**config.mk**
```make
export PLATFORM = sky130hd
export DESIGN_NAME = mem_arbiter
export DESIGN_NICKNAME = d
export VERILOG_FILES = /design/src/rtl/mem_arb_pkg.sv /design/src/rtl/mem_arb_grant.sv /design/src/rtl/mem_arbiter.sv
export SDC_FILE = /design/constraint.sdc
export NUM_CORES = 1
export LEC_CHECK = 0
export CAP_MARGIN = 20
export CORE_AREA = 2 2 104 76
export CTS_CLUSTER_DIAMETER = 60
export DETAILED_ROUTE_END_ITERATION = 8
export DIE_AREA = 0 0 106 78
export PLACE_DENSITY = 0.91
export SLEW_MARGIN = 20
export SYNTH_ARGS = -nofsm -noshare
export SYNTH_HDL_FRONTEND = slang
export SYNTH_SLANG_ARGS = --single-unit
```
**constraint.sdc**
```tcl
create_clock -name Clock -period 2.01 [get_ports Clock]
set_clock_uncertainty 0.05 [all_clocks]
set_input_delay 0.402 -clock Clock [delete_from_list [all_inputs] [get_ports Clock]]
set_output_delay 0.402 -clock Clock [all_outputs]
set_load 0.02 [all_outputs]
```
**src/rtl/mem_arb_pkg.sv**
```systemverilog
// Shared types for the instruction/data memory arbiter: owner tags and the memory command.
package mem_arb_pkg;

  localparam int unsigned ADDR_W = 16;
  localparam int unsigned DATA_W = 32;

  typedef enum logic [1:0] {
    TAG_NONE   = 2'd0,
    TAG_IFETCH = 2'd1,
    TAG_DATA   = 2'd2
  } owner_t;

  typedef struct packed {
    logic              read_en;
    logic              write_en;
    logic [ADDR_W-1:0] address;
    logic [DATA_W-1:0] write_data;
  } cmd_t;

endpackage

```
**src/rtl/mem_arb_grant.sv**
```systemverilog
// Grant logic for the two memory requesters: fixed data priority, or round-robin
// on contested cycles when MEM_ARB_RR_EN is defined.
module mem_arb_grant
(
  input  logic Clock,
  input  logic nReset,
  input  logic i_req,
  input  logic d_req,
  output logic i_grant_c,
  output logic d_grant_c
);

`ifdef MEM_ARB_RR_EN
  // High when the instruction port wins the next contested cycle.
  logic favour_i_q;

  always_ff @(posedge Clock or negedge nReset) begin
    if (!nReset) begin
      favour_i_q <= 1'b0;
    end else if (i_req && d_req) begin
      favour_i_q <= ~favour_i_q;
    end
  end

  always_comb begin
    i_grant_c = 1'b0;
    d_grant_c = 1'b0;
    if (nReset) begin
      if (i_req && d_req) begin
        i_grant_c = favour_i_q;
        d_grant_c = ~favour_i_q;
      end else begin
        i_grant_c = i_req;
        d_grant_c = d_req;
      end
    end
  end
`else
  logic unused_clock;
  assign unused_clock = Clock;

  always_comb begin
    i_grant_c = 1'b0;
    d_grant_c = 1'b0;
    if (nReset) begin
      d_grant_c = d_req;
      i_grant_c = i_req && !d_req;
    end
  end
`endif

endmodule

```
**src/rtl/mem_arbiter.sv**
```systemverilog
// Arbitrates instruction fetch and data load/store onto one synchronous memory port.
// Optional round-robin arbitration via MEM_ARB_RR_EN (default: data port priority).
module mem_arbiter
  import mem_arb_pkg::*;
#(
  parameter int unsigned AddressSize = ADDR_W,
  parameter int unsigned WordSize    = DATA_W
)
(
  input  logic                   Clock,
  input  logic                   nReset,
  input  logic                   I_Req,
  input  logic [AddressSize-1:0] I_Address,
  output logic                   I_Ready,
  output logic                   I_Valid,
  output logic [WordSize-1:0]    I_ReadData,
  input  logic                   D_Req,
  input  logic                   D_Write,
  input  logic [AddressSize-1:0] D_Address,
  input  logic [WordSize-1:0]    D_WriteData,
  output logic                   D_Ready,
  output logic                   D_Valid,
  output logic [WordSize-1:0]    D_ReadData,
  output logic                   Mem_ReadEn,
  output logic                   Mem_WriteEn,
  output logic [AddressSize-1:0] Mem_Address,
  output logic [WordSize-1:0]    Mem_WriteData,
  input  logic [WordSize-1:0]    Mem_ReadData
);

  logic   i_grant_c;
  logic   d_grant_c;
  cmd_t   cmd_d;
  cmd_t   cmd_q;
  owner_t tag_d;
  owner_t tag1_q;
  owner_t tag2_q;

  mem_arb_grant u_grant (
    .Clock     (Clock),
    .nReset    (nReset),
    .i_req     (I_Req),
    .d_req     (D_Req),
    .i_grant_c (i_grant_c),
    .d_grant_c (d_grant_c)
  );

  // Build the next memory command and the owner of any read it starts.
  always_comb begin
    cmd_d = '0;
    tag_d = TAG_NONE;
    if (d_grant_c) begin
      cmd_d.read_en    = ~D_Write;
      cmd_d.write_en   = D_Write;
      cmd_d.address    = ADDR_W'(D_Address);
      cmd_d.write_data = D_Write ? DATA_W'(D_WriteData) : '0;
      tag_d            = D_Write ? TAG_NONE : TAG_DATA;
    end else if (i_grant_c) begin
      cmd_d.read_en = 1'b1;
      cmd_d.address = ADDR_W'(I_Address);
      tag_d         = TAG_IFETCH;
    end
  end

  // Command register plus two tag stages matching the memory's read latency.
  always_ff @(posedge Clock or negedge nReset) begin
    if (!nReset) begin
      cmd_q  <= '0;
      tag1_q <= TAG_NONE;
      tag2_q <= TAG_NONE;
    end else begin
      cmd_q  <= cmd_d;
      tag1_q <= tag_d;
      tag2_q <= tag1_q;
    end
  end

  assign I_Ready       = i_grant_c;
  assign D_Ready       = d_grant_c;
  assign Mem_ReadEn    = cmd_q.read_en;
  assign Mem_WriteEn   = cmd_q.write_en;
  assign Mem_Address   = AddressSize'(cmd_q.address);
  assign Mem_WriteData = WordSize'(cmd_q.write_data);

  // Read data is steered only to the owning port and forced to zero otherwise.
  assign I_Valid    = (tag2_q == TAG_IFETCH);
  assign D_Valid    = (tag2_q == TAG_DATA);
  assign I_ReadData = I_Valid ? Mem_ReadData : '0;
  assign D_ReadData = D_Valid ? Mem_ReadData : '0;

endmodule

```
==> flow_metrics.py, run 1 <==
metrics = {
    "place": {
        "dp_cells": 504,
        "io_buffer_count": 218,
        "place_congestion": 0.8204,
        "dp_hpwl_um": 6356,
    },
    "clocking": {
        "cts_buffers": 5,
        "post-cts-setup-buffers": 0,
        "h-tree-depth": 2,
        "clk_transition_reported_paths_ns": 0.10,
        "insertion_delay_ns": 0.30,
        "cts_sinks": 54,
        "cts_root_buf": "clkbuf_8",
        "clockBufferDepth": 2,
        "cts_tree": "yes",
    },
    "job": {
        "cap_viol_max_count": 0,
    },
    "drt": {
        "drt_iter0_markers": 124,
        "via_per_inst": 4.275,
        "route.detailed.drc": 0,
        "dr.pass1.iters": 4,
        "ant_nets": 0,
        "num_vias": 2189,
        "wl_per_cell_um": 15.15,
        "routed_wl_um": 7755,
    },
    "setup_path": {
        "critical_path_class": "reg2out",
        "worstPathArrival_ns": 1.49,
        "end_kind": "output port",
        "cp-start-kind": "register",
        "required_ns": 1.56,
        "worstPathMaxFanout": 33,
    },
    "layout": {
        "layout_common_cells": "149 x clkdlybuf4s50_1, 97 x and2_1, 59 x clkbuf_2, 54 x dfrtp_1, 16 x a32o_1",
        "fin_nets": 514,
        "synthToLayoutAreaGrowth_pct": 94.44,
        "final_common_cell": "clkdlybuf4s50_1",
        "n_antenna_cell": 0,
        "final_cells": 512,
        "drive_gt1_share_pct": 20.29,
        "final_util_pct": 61.52,
    },
    "grt": {
        "grt_max_degree": 42,
        "grt_pass1_wl_um": 11540,
        "antenna_found_initial": 0,
        "first_global_vias": 2197,
        "grt.overflow.total": 0,
        "grt_usage_pct": 18.14,
    },
    "synth": {
        "synth_area_leader_cell": "dfrtp_1",
        "ys_warn_count": 0,
        "syn-num-nets": 294,
        "syn_inst": 193,
        "synth_top_area_share_pct": 59.41,
        "yosysUniqueCellTypes": 14,
        "synth_area_leaders": "dfrtp_1 59%, and2_1 27%, a32o_1 7.0%, buf_6 2.0%, buf_2 0.88%",
        "synth-seq-area-share_pct": 59.41,
        "synth_seq_cells": 54,
        "avgSynthCellArea_um2": 11.79,
        "syn-cell-area_um2": 2275,
    },
    "sta": {
        "fin_crit_ns": 1.945,
        "hold_viol_final": 0,
        "min_period_over_period_pct": 96.75,
        "max_slew_margin_pct": 54.61,
        "rsz0062_at_grt": "no",
        "worst_slew_pin_slew_ns": 0.6778,
        "slew_viol_final": 0,
        "fmax_mhz": 514.2,
        "setup_violations": 0,
    },
    "floorplanning": {
        "core_um2": 7189,
        "io_pins": 219,
        "die_w_um": 106,
        "placementRows": 26,
        "initial_core_util_pct": 31.64,
        "dieArea_um2": 8268,
        "die_y_um": 78,
    },
    "hold_path": {
        "hold_class": "in2async",
    },
    "power": {
        "p_per_area_nw_per_um2": 572.4,
        "power_uw": 2532,
        "p_leak_uw": 0.002105,
        "ir_worst_vdd_uv": 350.8,
    },
    "run_status": {
        "outcome": "completed",
    },
}
## through the flow
| step | setup WS, ns | hold WS, ns | instance area (µm²) | TNS, ns |
|---|---|---|---|---|
| 2_1_floorplan | 0.5023 | 0.05641 | 2275 | 0 |
| 3_3_place_gp | -0.1620 | 0.2842 | 4591 | -4.863 |
| 3_5_place_dp | -0.2987 | 0.2847 | 4591 | -7.530 |
| 4_1_cts | 0.0006035 | 0.02000 | 4707 | 0 |
| 5_1_grt | 0.001879 | 0.04961 | 4423 | 0 |
| 6_report | 0.06525 | 0.01401 | 4423 | 0 |
## what timing repair did
action                     4_1_cts  5_1_grt
setup endpoints to repair       67       61
hold buffers                     0        0
gates resized for setup        117       78
## power breakdown
part           switching (µW)  total, µW  internal (µW)
sequential               10.8       1140           1120
clock                     347        845            499
combinational             235        551            315
total                     593       2530           1940
## registers in the layout, summed over array words and instances, names as in the netlist
| signal | cells |
|---|---|
| Mem_WriteData | 32 |
| Mem_Address | 16 |
| tag1_q | 2 |
| tag2_q | 2 |
| Mem_ReadEn | 1 |
| Mem_WriteEn | 1 |
## critical path, stage by stage, from the launching register on
cell and delay, ns:
dfrtp_1 0.38, and2b_1 0.23, buf_12 0.17, and2_1 0.14
clkdlybuf4s15_2 0.26
## final timing paths
| check | to | slack [ns] | depth (start not counted) | from |
|---|---|---|---|---|
| max in group asynchronous | Mem_WriteData[1]$_DFF_PN0_ | 1.40 | 2 | nReset |
| setup / recovery | D_ReadData[18] | 0.07 | 4 | tag2_q[0]$_DFF_PN0_ |
| min in group Clock | tag2_q[1]$_DFF_PN0_ | 0.31 | 0 | tag1_q[1]$_DFF_PN0_ |
| hold reg to reg | tag2_q[1]$_DFF_PN0_ | 0.31 | 0 | tag1_q[1]$_DFF_PN0_ |
| hold / removal | Mem_ReadEn$_DFF_PN0_ | 0.01 | 2 | nReset |
| setup reg to reg | tag2_q[0]$_DFF_PN0_ | 1.49 | 0 | tag1_q[0]$_DFF_PN0_ |
## cells by family (layout without fill, tap and decap cells)
family	after synthesis	after routing	share of synthesized area (%)
buf+inv	16	237	4.290
simple gates	106	106	29.04
compound gates	17	17	7.260
flops	54	54	59.41
## per-layer routing
metal	up-vias	GRT usage [%]	wire, µm	part of all wire [%]
met5	-	0	0	0
met1	1003	16.79	2658	34
met3	14	6.975	704	9.1
met2	114	36.13	4216	54
met4	0	5.921	175	2.3
li1	1058	-	-	-
## cells in the mapped netlist, drive strengths merged
cell / n
nor2b: 2
a32o: 16
nand2b: 2
and3: 1
nor2: 2
clkbuf: 7
dfrtp: 54
buf: 8
inv: 1
and2: 97
and2b: 2
a21oi: 1
## cell type report
type,instances,area (µm²)
clock buffers,5,68.82
clock inverters,3,68.82
fillers,615,2766
inverters,1,3.754
multi-input cells,123,828.3
flip-flops and latches,54,1351
well taps,98,122.6
repair buffers,228,1979
Power figures use the tool's default switching activity.
==> run 2, diff against run 1 <==
--- a/config.mk
+++ b/config.mk
@@ -11,6 +11,7 @@
 export DETAILED_ROUTE_END_ITERATION = 8
 export DIE_AREA = 0 0 106 78
 export PLACE_DENSITY = 0.91
+export SKIP_CTS_REPAIR_TIMING = 1
 export SLEW_MARGIN = 20
 export SYNTH_ARGS = -nofsm -noshare
 export SYNTH_HDL_FRONTEND = slang
==> flow_metrics.py, run 2 (synthesized netlist as in run 1, its figures left out) <==
metrics = {
    "place": {
        "io_buffer_count": 218,
        "place_congestion": 0.8204,
        "dp_hpwl_um": 6356,
    },
    "layout": {
        "drive_gt1_share_pct": 5.072,
        "fin_nets": 514,
        "layout_common_cells": "149 x clkdlybuf4s50_1, 97 x and2_1, 67 x dlymetal6s2s_1, 54 x dfrtp_1, 16 x a32o_1",
        "largest_reg_flops": 32,
        "final_common_cell": "clkdlybuf4s50_1",
        "final_util_pct": 68.13,
        "synthToLayoutAreaGrowth_pct": 115.3,
        "n_antenna_cell": 0,
        "fill_cells": 525,
    },
    "grt": {
        "grt_max_degree": 42,
        "first_global_vias": 2206,
        "grt_pass1_wl_um": 11540,
        "grt_usage_pct": 18.14,
        "grt.overflow.total": 0,
        "antenna_found_initial": 0,
    },
    "sta": {
        "setup_violations": 0,
        "min_period_over_period_pct": 97.06,
        "fmax_mhz": 512.6,
        "max_slew_margin_pct": 54.86,
        "fin_crit_ns": 1.951,
        "worst_slew_pin_slew_ns": 0.6741,
        "hold_viol_final": 0,
        "slew_viol_final": 0,
        "hold_slack_ns": 0.01447,
    },
    "power": {
        "power_uw": 2559,
        "ir_worst_vdd_uv": 350.9,
        "p_leak_uw": 0.003197,
        "p_per_area_nw_per_um2": 522.3,
    },
    "drt": {
        "drt_iter0_markers": 97,
        "routed_wl_um": 8107,
        "num_vias": 2201,
        "wl_per_cell_um": 15.83,
        "ant_nets": 0,
        "route.detailed.drc": 0,
        "via_per_inst": 4.299,
        "dr.pass1.iters": 3,
    },
    "setup_path": {
        "end_kind": "output port",
        "r2r_start": "tag1_q[0]$_DFF_PN0_",
        "cp-start-kind": "register",
        "worstPathMaxFanout": 33,
        "critical_path_class": "reg2out",
        "r2r_end": "tag2_q[0]$_DFF_PN0_",
        "required_ns": 1.56,
        "r2r_cells": 0,
        "reg2reg_setup_slack_ns": 1.49,
        "worstPathArrival_ns": 1.50,
    },
    "hold_path": {
        "hold_class": "in2async",
    },
    "floorplanning": {
        "io_pins": 219,
        "die_w_um": 106,
        "dieArea_um2": 8268,
        "initial_core_util_pct": 31.64,
        "die_y_um": 78,
        "placementRows": 26,
        "core_um2": 7189,
    },
    "clocking": {
        "insertion_delay_ns": 0.30,
        "clk_transition_reported_paths_ns": 0.10,
        "h-tree-depth": 2,
        "cts_buffers": 5,
        "cts_sinks": 54,
        "clockBufferDepth": 2,
        "cts_tree": "yes",
        "cts_root_buf": "clkbuf_8",
    },
    "job": {
        "cap_viol_max_count": 0,
    },
    "run_status": {
        "outcome": "completed",
    },
}
==> run 2: cell type report <==
type                       instances  area [µm²]  share of cell area [%]
tap                               98       122.6                   2.503
sequential                        54        1351                   27.59
inverter                           1       3.754                 0.07663
clock inverter                     3       68.82                   1.405
multi-input combinational        123       828.3                   16.91
timing repair buffer             228        2455                   50.11
clock buffer                       5       68.82                   1.405
==> run 2: stage by stage <==
step	instance area (µm²)	setup slack, ns	TNS (ns)	std cells
after floorplan	2275	0.5023	0	193
after global placement	4591	-0.1620	-4.863	504
after detailed placement	4591	-0.2987	-7.530	504
after CTS	4728	-0.3121	-18.38	512
after global routing	4898	-0.01857	-0.02859	512
final	4898	0.05901	0	512
==> run 2: worst max-delay path by stage <==
stage | end | startpoint
floorplan | D_ReadData[22] | tag2_q[0]$_DFF_PN0_
global placement | Mem_Address[12]$_DFF_PN0_ | D_Req
detailed placement | Mem_Address[11]$_DFF_PN0_ | D_Req
CTS | I_ReadData[13] | tag2_q[1]$_DFF_PN0_
global route | D_ReadData[14] | tag2_q[0]$_DFF_PN0_
finish | D_ReadData[14] | tag2_q[0]$_DFF_PN0_
==> run 2: layer usage <==
metal	GRT usage, %	vias up	part of all wire [%]
li1	-	1055	-
met1	16.79	1008	34
met2	35.94	120	54
met3	6.891	18	9.0
met4	6.447	0	3.0
met5	0	-	0
==> run 2: power breakdown <==
part / leakage (µW) / internal, µW / switching, µW / total, µW
sequential: 0.000731 / 1120 / 10.7 / 1140
clock: 0.0000683 / 499 / 346 / 845
combinational: 0.00240 / 341 / 237 / 578
total: 0.00320 / 1960 / 594 / 2560
==> run 2: critical path, stage by stage, from the launching register on <==
cell and delay, ns:
dfrtp_1 0.38, and2b_1 0.23, buf_12 0.17, and2_1 0.15, dlymetal6s2s_1 0.25
==> run 3, diff against run 2 <==
--- a/config.mk
+++ b/config.mk
@@ -5,14 +5,12 @@
 export SDC_FILE = /design/constraint.sdc
 export NUM_CORES = 1
 export LEC_CHECK = 0
-export CAP_MARGIN = 20
-export CORE_AREA = 2 2 104 76
+export CORE_AREA = 2 2 113 82
 export CTS_CLUSTER_DIAMETER = 60
 export DETAILED_ROUTE_END_ITERATION = 8
-export DIE_AREA = 0 0 106 78
-export PLACE_DENSITY = 0.91
+export DIE_AREA = 0 0 115 84
+export PLACE_DENSITY = 0.83
 export SKIP_CTS_REPAIR_TIMING = 1
-export SLEW_MARGIN = 20
 export SYNTH_ARGS = -nofsm -noshare
 export SYNTH_HDL_FRONTEND = slang
 export SYNTH_SLANG_ARGS = --single-unit
==> constraint.sdc (replaced) <==
create_clock -name Clock -period 1.7 [get_ports Clock]
set_clock_uncertainty 0.05 [all_clocks]
set_input_delay 0.34 -clock Clock [delete_from_list [all_inputs] [get_ports Clock]]
set_output_delay 0.34 -clock Clock [all_outputs]
set_load 0.02 [all_outputs]
==> flow_metrics.py, run 3 (synthesized netlist as in run 1, its figures left out) <==
metrics = {
    "sta": {
        "min_period_over_period_pct": 106.2,
        "tns_ns": -4.332,
        "fmax_mhz": 554.1,
        "max_slew_margin_pct": 52.76,
        "hold_viol_final": 0,
        "hold_slack_ns": 0.0006484,
        "fin_crit_ns": 1.805,
        "setup_violations": 64,
        "worst_slew_pin_slew_ns": 0.7054,
        "rsz0062_at_grt": "yes",
        "slew_viol_final": 0,
        "fin_ws_ns": -0.1046,
    },
    "setup_path": {
        "critical_path_class": "reg2out",
        "r2r_cells": 0,
        "r2r_start": "tag1_q[0]$_DFF_PN0_",
        "crit_path_cell_trace": "and2b_4, clkbuf_16, and2_4, buf_6",
        "end_kind": "output port",
        "crit_family": "simple AND/OR/NAND/NOR gates",
        "cp-start-kind": "register",
        "required_ns": 1.31,
        "r2r_end": "tag2_q[0]$_DFF_PN0_",
        "crit_slowest_cell": "dfrtp_1",
        "worstPathMaxFanout": 8,
        "worstPathArrival_ns": 1.41,
        "cpPeakStageDelay_ns": 0.37,
        "cp.buffers_inverters": 2,
        "reg2reg_setup_slack_ns": 1.16,
    },
    "floorplanning": {
        "dieArea_um2": 9660,
        "initial_core_util_pct": 26.12,
        "io_pins": 219,
        "placementRows": 29,
        "die_w_um": 115,
        "core_um2": 8708,
        "die_y_um": 84,
    },
    "power": {
        "pwr-share-comb_pct": 23.9,
        "p_switching_uw": 748.6,
        "p_sw_share_pct": 23.16,
        "p_leak_uw": 0.002371,
        "power_uw": 3232,
        "p_seq_share_pct": 41.6,
        "p_int_uw": 2483,
        "p_per_area_nw_per_um2": 632.5,
        "power.clock.fraction_pct": 34.5,
        "ir_worst_vdd_uv": 466.9,
    },
    "layout": {
        "n_antenna_cell": 0,
        "synthToLayoutAreaGrowth_pct": 124.6,
        "layout_common_cells": "148 x clkdlybuf4s50_1, 65 x buf_6, 54 x dfrtp_1, 49 x and2_4, 48 x and2_1",
        "largest_reg_flops": 32,
        "fill_cells": 720,
        "final_cells": 530,
        "final_common_cell": "clkdlybuf4s50_1",
        "drive_gt1_share_pct": 34.36,
        "fin_nets": 522,
    },
    "run_status": {
        "outcome": "finished, violations left",
        "violations": "negative setup slack",
    },
    "job": {
        "cap_viol_max_count": 0,
    },
    "place": {
        "io_buffer_count": 218,
        "dp_cells": 515,
        "dp_hpwl_um": 6311,
        "place_congestion": 0.7803,
    },
    "drt": {
        "route.detailed.drc": 0,
        "num_vias": 2335,
        "drt_iter0_markers": 128,
        "via_per_inst": 4.406,
        "routed_wl_um": 8569,
        "dr.pass1.iters": 4,
        "wl_per_cell_um": 16.17,
        "ant_nets": 0,
    },
    "grt": {
        "antenna_found_initial": 0,
        "grt_usage_pct": 15.61,
        "grt.overflow.total": 0,
        "grt_max_degree": 42,
        "first_global_vias": 2302,
        "grt_pass1_wl_um": 11660,
    },
    "clocking": {
        "cts_root_buf": "clkbuf_16",
        "clk_transition_reported_paths_ns": 0.07,
        "cts_tree": "yes",
        "clockBufferDepth": 2,
        "cts_sinks": 54,
        "insertion_delay_ns": 0.28,
        "cts_buffers": 5,
        "h-tree-depth": 2,
    },
    "hold_path": {
        "hold_class": "in2async",
    },
}
[run 3: cell count changes in the layout (fill, tap and decap cells not counted), moves of 5 or more]
cell | before | now
and2_1 | 97 | 48
and2_4 | 0 | 49
buf_6 | 0 | 65
clkbuf_16 | 0 | 9
clkbuf_8 | 5 | 0
dlymetal6s2s_1 | 67 | 2
[run 3: worst max path at each step]
stage	startpoint	to	slack (ns)	cells after the start
global route	tag2_q[1]$_DFF_PN0_	I_ReadData[22]	-0.16	4
detailed placement	D_Req	Mem_Address[10]$_DFF_PN0_	-0.55	4
floorplan	tag2_q[0]$_DFF_PN0_	D_ReadData[22]	0.25	3
finish	tag2_q[1]$_DFF_PN0_	I_ReadData[20]	-0.10	4
global placement	D_Req	Mem_Address[7]$_DFF_PN0_	-0.42	4
CTS	tag2_q[0]$_DFF_PN0_	D_ReadData[16]	-0.52	4
[run 3: through the flow]
stage                     instance area (µm²)  worst slack (ns)  utilization (%)
after global routing                     5110           -0.1574            58.68
after CTS                                4778           -0.5157            54.87
final                                    5110           -0.1046            58.68
after detailed placement                 4613           -0.5502            52.97
after global placement                   4613           -0.4222            52.97
after floorplan                          2275            0.2543                -
[run 3: power groups by stage]
stage	Combinational, µW	Clock, µW	Sequential (µW)
floorplan	167	0	1430
global placement	687	0	1370
detailed placement	700	0	1370
CTS	702	1150	1340
global route	817	1210	1350
finish	774	1110	1340
[run 3: area by class of cell]
cell class              instances  area (µm²)  area share, %
clock buffers                   5       125.1          2.449
clock inverters                 3       40.04         0.7835
inverters                       1       3.754        0.07346
multi-input cells             123       955.9          18.71
flip-flops and latches         54        1351          26.44
well taps                     108       135.1          2.644
repair buffers                236        2499          48.90
[run 3: routing by layer]
layer | global-route usage [%] | vias up | part of all wire (%)
met5 | 0 | - | 0
met4 | 5.805 | 0 | 1.9
met3 | 5.955 | 12 | 9.5
met2 | 27.27 | 128 | 52
met1 | 17.12 | 1121 | 37
li1 | - | 1074 | -
